--- src/rtl/ixc_sample_delta_fifo.sv ---
// Change-only capture of a sampled vector into a small first-word-fall-through FIFO.
// Each entry is {timestamp, value}. The host drains entries over o_valid/o_ready.
module ixc_sample_delta_fifo #(
   parameter int WIDTH    = 32,
   parameter int DEPTH    = 8,
   parameter int TS_WIDTH = 16
) (
   input  logic                         fclk,
   input  logic                         rst_n,
   input  logic                         en,
   input  logic [WIDTH-1:0]             sv,
   output logic                         o_valid,
   input  logic                         o_ready,
   output logic [WIDTH-1:0]             o_data,
   output logic [TS_WIDTH-1:0]          o_ts,
   output logic [$clog2(DEPTH+1)-1:0]   level,
   output logic                         o_ovf,
   input  logic                         clr_ovf
);

   localparam int PW = $clog2(DEPTH);
   localparam int LW = $clog2(DEPTH+1);

   logic [WIDTH-1:0]    mem_data_q [DEPTH];
   logic [TS_WIDTH-1:0] mem_ts_q   [DEPTH];

   logic [TS_WIDTH-1:0] ts_q, ts_d;
   logic [WIDTH-1:0]    prev_q, prev_d;
   logic                prime_q, prime_d;
   logic [PW-1:0]       wr_ptr_q, wr_ptr_d;
   logic [PW-1:0]       rd_ptr_q, rd_ptr_d;
   logic [LW-1:0]       level_q, level_d;
   logic                ovf_q, ovf_d;
   logic [WIDTH-1:0]    head_data_q, head_data_d;
   logic [TS_WIDTH-1:0] head_ts_q, head_ts_d;

   logic          push, pop, full, push_ok, ovf_set;
   logic [LW-1:0] remain;

   // Handshake: an entry transfers on any fclk edge where o_valid and o_ready are both 1;
   // o_data/o_ts stay stable while o_valid=1 and o_ready=0, and o_ready is ignored while o_valid=0.
   always_comb begin
      push        = en & (prime_q | (sv != prev_q));
      pop         = (level_q != '0) & o_ready;
      full        = (level_q == LW'(DEPTH));
      push_ok     = push & (~full | pop);
      ovf_set     = push & full & ~pop;

      ts_d        = ts_q;
      prev_d      = prev_q;
      prime_d     = 1'b1;
      if (en) begin
         ts_d    = ts_q + TS_WIDTH'(1);
         prev_d  = sv;
         prime_d = 1'b0;
      end

      wr_ptr_d    = wr_ptr_q + PW'(push_ok);
      rd_ptr_d    = rd_ptr_q + PW'(pop);
      remain      = level_q - LW'(pop);
      level_d     = remain + LW'(push_ok);
      ovf_d       = ovf_set | (ovf_q & ~clr_ovf);

      // Head is a registered copy: bypass the incoming sample when it lands in an empty FIFO.
      head_data_d = head_data_q;
      head_ts_d   = head_ts_q;
      if (push_ok && remain == '0) begin
         head_data_d = sv;
         head_ts_d   = ts_q;
      end else if (level_d != '0) begin
         head_data_d = mem_data_q[rd_ptr_d];
         head_ts_d   = mem_ts_q[rd_ptr_d];
      end
   end

   always_ff @(posedge fclk) begin
      if (!rst_n) begin
         ts_q        <= '0;
         prev_q      <= '0;
         prime_q     <= 1'b1;
         wr_ptr_q    <= '0;
         rd_ptr_q    <= '0;
         level_q     <= '0;
         ovf_q       <= 1'b0;
         head_data_q <= '0;
         head_ts_q   <= '0;
      end else begin
         ts_q        <= ts_d;
         prev_q      <= prev_d;
         prime_q     <= prime_d;
         wr_ptr_q    <= wr_ptr_d;
         rd_ptr_q    <= rd_ptr_d;
         level_q     <= level_d;
         ovf_q       <= ovf_d;
         head_data_q <= head_data_d;
         head_ts_q   <= head_ts_d;
      end
   end

   // Storage needs no reset; occupancy alone decides which slots are live.
   always_ff @(posedge fclk) begin
      if (rst_n && push_ok) begin
         mem_data_q[wr_ptr_q] <= sv;
         mem_ts_q[wr_ptr_q]   <= ts_q;
      end
   end

   assign o_valid = (level_q != '0);
   assign o_data  = head_data_q;
   assign o_ts    = head_ts_q;
   assign level   = level_q;
   assign o_ovf   = ovf_q;

endmodule

--- config.mk ---
export PLATFORM = sky130hd
export DESIGN_NAME = ixc_sample_delta_fifo
export DESIGN_NICKNAME = d
export VERILOG_FILES = /design/src/rtl/ixc_sample_delta_fifo.sv
export SDC_FILE = /design/constraint.sdc
export NUM_CORES = 1
export LEC_CHECK = 0
export BUFFER_PORTS_ARGS = -buffer_cell sky130_fd_sc_hd__buf_2
export CORE_MARGIN = 3
export CORE_UTILIZATION = 41
export CTS_BUF_LIST = sky130_fd_sc_hd__clkbuf_8
export CTS_CLUSTER_DIAMETER = 30
export DETAILED_ROUTE_END_ITERATION = 7
export PLACE_DENSITY_LB_ADDON = 0.2
export SYNTH_ARGS = -nofsm -noshare
export SYNTH_HDL_FRONTEND = slang
export SYNTH_SLANG_ARGS = --single-unit
--- constraint.sdc ---
create_clock -name fclk -period 5.5 [get_ports fclk]
set_clock_uncertainty 0.05 [all_clocks]
set_input_delay 0 -clock fclk [delete_from_list [all_inputs] [get_ports fclk]]
set_output_delay 0 -clock fclk [all_outputs]
set_load 0.005 [all_outputs]
# After elaboration in Yosys (flattened, before gate mapping)
# Memories as Yosys holds them, arrays and structs flattened.
# Index checks and enable logic that the tools add are counted.
# word_totals
elab_cells	43
ff_bits	108
input_bits	37
ramBits	384
n_memories	2
output_inout_bits	54
# classes
n_mux	7
bitwise_logic	12
reduce_logical	6
eq_ne	2
add_sub_neg	5
# memory_table
memory	words	width	read_ports	rd_clocked_by_memory_dff	write_ports	line_no	text
mem_data_q	8	32	1	0	1	24	logic [WIDTH-1:0] mem_data_q [DEPTH];
mem_ts_q	8	16	1	0	1	25	logic [TS_WIDTH-1:0] mem_ts_q [DEPTH];
# op_table
op	count
two-way mux 32 bit	2
two-way mux 16 bit	2
inequality test 32 bit	1
adder 16 x 1 -> 16 bit (second input constant)	1
nonzero test 4 bit	2
adder 3 x 1 -> 3 bit	2
AND 1 bit	6
adder 4 x 1 -> 4 bit	1
== test 4 bit (second input constant)	1
zero test 4 bit	1
subtractor 4 x 1 -> 4 bit	1
two-way mux 1 bit	3
NOT 1 bit	3
bitwise OR 1 bit	3
logical AND 1 bit	2
nonzero test 2 bit	1

# Longest topological paths before layout
# logic_depth
ltp_word	8
mapped_depth	14
ltp_nobuf	12

# Worst setup path after synthesis
# No wires, ideal clock.
# synth_path
kind	reg-to-reg
startpoint	register level_q[2] (netlist: level[2])
endpoint	memory mem_data_q[5][0], enable pin
required_ps	4937
setup_time_ps	513
path_buffers	0
arrival_time_ps	4247
synth_period_minus_slack_ps	4810
stages_incl_launch_ff	6
path_slack_ps	690
path_cell_list	dfxtp_1 nor3_1 nand3b_1 and2_1 nand3_1 nor3_1
# synth_via
elab_chain_len	7
word_cells_on_any_way	9
cone_classes	eq/ne: 1; mux: 2; bitwise: 4; reduce/logical: 2
# synth_lines
item	line_no	text
start: declaration	32	logic [LW-1:0] level_q, level_d;
start signal: assignment	93	level_q <= level_d;
nonzero test 4 bit / == test 4 bit (equally long branches)	44, 45	
AND 1 bit / NOT 1 bit (equally long branches)	44, 46	
bitwise OR 1 bit (*)	46	push_ok = push & (~full | pop);
AND 1 bit (*)	46	
logical AND 1 bit (*)	102	if (rst_n && push_ok) begin
two-way mux 1 bit (*)	102	
two-way mux 1 bit (implied by the code) (*)	103	mem_data_q[wr_ptr_q] <= sv;
end: declaration	24	
# Mark *: on every way between the ends. The rest lies on a longest branch, timed or not.

# Worst setup path after layout
# layout_path
startpoint	register prev_q[7]
endpoint	register head_ts_q[9] (netlist: o_ts[9])
# layout_via
elab_chain_len	7
word_cells_on_any_way	9
cone_classes	add/sub: 1; eq/ne: 1; mux: 1; bitwise: 3; reduce/logical: 3
# layout_lines
item	line_no	text
start: declaration	28	logic [WIDTH-1:0] prev_q, prev_d;
start signal: assignment	89	prev_q <= prev_d;
inequality test 32 bit (*)	43	push = en & (prime_q | (sv != prev_q));
bitwise OR 1 bit (*)	43	
AND 1 bit (*)	43	
AND 1 bit (*)	46	
adder 4 x 1 -> 4 bit	61	level_d = remain + LW'(push_ok);
nonzero test 4 bit	70	end else if (level_d != '0) begin
nonzero test 2 bit (no line)	--	
end signal: assignment	96	head_ts_q <= head_ts_d;
end: declaration	35	logic [TS_WIDTH-1:0] head_ts_q, head_ts_d;
# Marks and branches as above.
# A chain may end at the register's enable or synchronous reset.

==> out/results.txt <==
status -> finished, final reports clean
Most used DFF post-synth -> edfxtp_1
hold crit path type -> input pin to register
final hold vios -> 0
MaxCap Viol Count -> 0
io pins -> 91
Synth top cells by count -> edfxtp_1 (384), nand2_1 (159), mux2i_1 (128), dfxtp_1 (108), a32oi_1 (67)
Max Freq -> 227.6 MHz
final wirelength -> 50.75 mm
unrepaired setup endpoints after global routing -> false
total power draw -> 0.01229 W
Non-Filler Instances -> 2188
CORE AREA -> 46850 um2
cell area after layout -> 23550 um2
Synth Register Bits -> 492
later-pin clock latency in the skew report -> 0.68 ns
CTS max path bufs -> 3
period utilization -> 0.7989
Worst Path Required -> 5.95 ns
H-tree depth -> 3
Net Sw Frac -> 0.3267
hold path startpoint -> sv[23]
reg2reg end -> o_ts[9]
layout cells sized above 1 -> 0.2157
R2R setup slack -> 1.11 ns
Hold EP -> mem_data_q[4][23]
chip height -> 224.6 um
Total GRT Usage -> 0.2018
die width -> 224.6 um
placed cells -> 1959
Arr. time, crit path -> 4.84 ns
WL/cell -> 23.19 um
setup TNS -> 0 ns
synthesis-to-finish area growth -> 20.18%
# diodes -> 0
DRT Pass-1 Iters -> 5
Synthesized Nets -> 1363
Slew headroom -> 0.1850
dpl hpwl -> 27.03 mm
cts hold-fix bufs -> 36
area post-placement -> 20810 um2
drt drc -> 0
Synth Instances -> 1317
EDFF count, synth -> 384
Die Footprint -> 50450 um2
largest net degree at the start of global routing -> 86
initial antenna violation count -> 1
# setup viols final -> 0
first-pass GRT wire length -> 76.22 mm
vias in the first global route -> 12250
TritonCTS Buffers -> 103
leakage -> 8.172 nW
clock slew at reported path FFs -> 0.05 ns
port bufs -> 90
Comb power frac -> 0.286
routed vias -> 12080
asr flop ratio synth -> 0
worst r2r path cells -> 13
1st-iter DRT viols -> 900
synth unique cells -> 41
WS Path Type -> register to register
CP endpoint kind -> register
drt via density -> 5.520
Synth area leaders -> edfxtp_1 (59%), dfxtp_1 (11%), mux2i_1 (6.5%)
Cells on Worst Hold Path -> 2
Ys Warns -> 0
worst-path fanout max -> 35
Reg power frac -> 0.361
most common cell in the synthesized netlist -> edfxtp_1
crit start category -> register
NetSw -> 0.004016 W
GPL Wtd Cong -> 0.7328
Syn Area/Cell -> 14.88 um2
Final Critical Period -> 4.394 ns
VDD IR max -> 0.3745 mV
Slew Limit Fails -> 0
cell area after synthesis -> 19600 um2
clock root buffer -> clkbuf_8
# resized after CTS -> 0
Final #Nets -> 1539
initial core utilization -> 0.4182
FF-to-FF Start -> prev_q[7]
# rows -> 79
Power Density -> 522.0 nW/um2
Seq/Total Area, Yosys -> 0.6988
CTS Sinks -> 492
Yosys top cell area share -> 0.5885
number of fill cells -> 4036
leading area contributor after synthesis -> edfxtp_1
TritonCTS clock tree -> done
Worst-Margin Slew -> 1.220 ns
Post-CTS Setup Inserts -> 0
Internal -> 0.008277 W
post-route ant nets -> 0
clock power share -> 0.353
global route overflow -> 0
## worst max-delay path: stages, from the launching register on
cell     delay, ns
dfxtp_1       0.32
xnor2_1       0.17
nand4_1       0.14
nor4_1        0.58
nand3_1       0.32
and2_1        0.26
ha_1          0.19
nor3b_2       0.21
xor2_4        0.13
buf_4         0.44
nand2_2       0.68
buf_4         0.48
a31oi_1       0.16
a21oi_1       0.09
## logic make-up (layout without fill, tap and decap cells)
| logic type | Yosys count | in the layout | share of synthesized area |
|---|---|---|---|
| buffers and inverters | 93 | 357 | 0.02088 |
| adder cells (fa/ha/maj) | 9 | 9 | 0.005747 |
| XOR/XNOR | 55 | 55 | 0.02573 |
| AO/OA/AOI/OAI | 197 | 197 | 0.07158 |
| multiplexers | 156 | 156 | 0.09757 |
| AND/OR/NAND/NOR | 315 | 315 | 0.07969 |
| flip-flops | 492 | 492 | 0.6988 |
## area by class of cell
type                       count  area [um2]  area share
clock buffer                 116        1597     0.06780
clock inverter                77       779.5     0.03310
inverter                       5       18.77   0.0007970
multi-input combinational    732        5628      0.2390
sequential                   492       13690      0.5815
tap                          607       759.5     0.03225
timing repair buffer         159        1074     0.04559
## worst max-delay path by stage
stage | startpoint | endpoint
after floorplan | level[2] | mem_data_q[5][0]
after global placement | prev_q[5] | o_ts[5]
after detailed placement | prev_q[7] | o_ts[5]
after CTS | prev_q[7] | o_ts[12]
after global routing | prev_q[7] | o_ts[12]
final | prev_q[7] | o_ts[9]
## sequential cells by signal, summed over array words and instances (netlist names)
name        cells
o_data         32
prev_q         32
o_ovf           1
o_ts           16
ts_q           16
rd_ptr_q        3
mem_data_q    256
mem_ts_q      128
level           4
prime_q         1
wr_ptr_q        3
## cells in the final DEF, fill, tap and decap left out, drive strengths merged, types with 2 or more instances in the layout
cell	synthesis	final
buf	37	123
and3	37	37
clkinvlp	0	9
ha	9	9
nand3	10	10
nor3	7	7
xnor2	46	46
inv	5	29
mux2i	128	128
o31ai	34	34
mux4	28	28
nand2b	2	2
and4	3	3
and2	27	27
nor2	9	9
edfxtp	384	384
a31oi	34	34
nand2	160	160
clkinv	0	28
nand3b	3	3
dfxtp	108	108
a21oi	33	33
nor2b	38	38
nor3b	3	3
dlygate4sd3	0	36
nand4	13	13
o211ai	14	14
clkbuf	51	116
o21ai	14	14
bufinv	0	16
xor2	9	9
a32oi	67	67
## stage by stage
stage / hold slack [ns] / utilization / setup slack (ns)
floorplan: 0.04887 / - / 0.6897
global placement: 0.2828 / 0.4442 / 1.349
detailed placement: 0.2910 / 0.4442 / 1.279
CTS: 0.08222 / 0.5026 / 1.228
global route: 0.1400 / 0.5026 / 0.9602
finish: 0.1483 / 0.5026 / 1.106
## power by group through the flow
stage / Sequential [W] / Clock (W) / Combinational, W
final: 0.00444 / 0.00433 / 0.00352
after global routing: 0.00446 / 0.00460 / 0.00382
after CTS: 0.00444 / 0.00442 / 0.00353
after detailed placement: 0.00452 / 0 / 0.00349
after global placement: 0.00451 / 0 / 0.00346
after floorplan: 0.00447 / 0 / 0.00227
## metal layers
layer  share of wire  track usage  routed length [um]
met3           0.056      0.04176                2818
met2            0.47       0.3247               24030
met1            0.45       0.2772               22750
met4           0.022      0.06459                1140
met5         0.00026            0                  13
No activity file was read; power rests on OpenSTA's default activity.
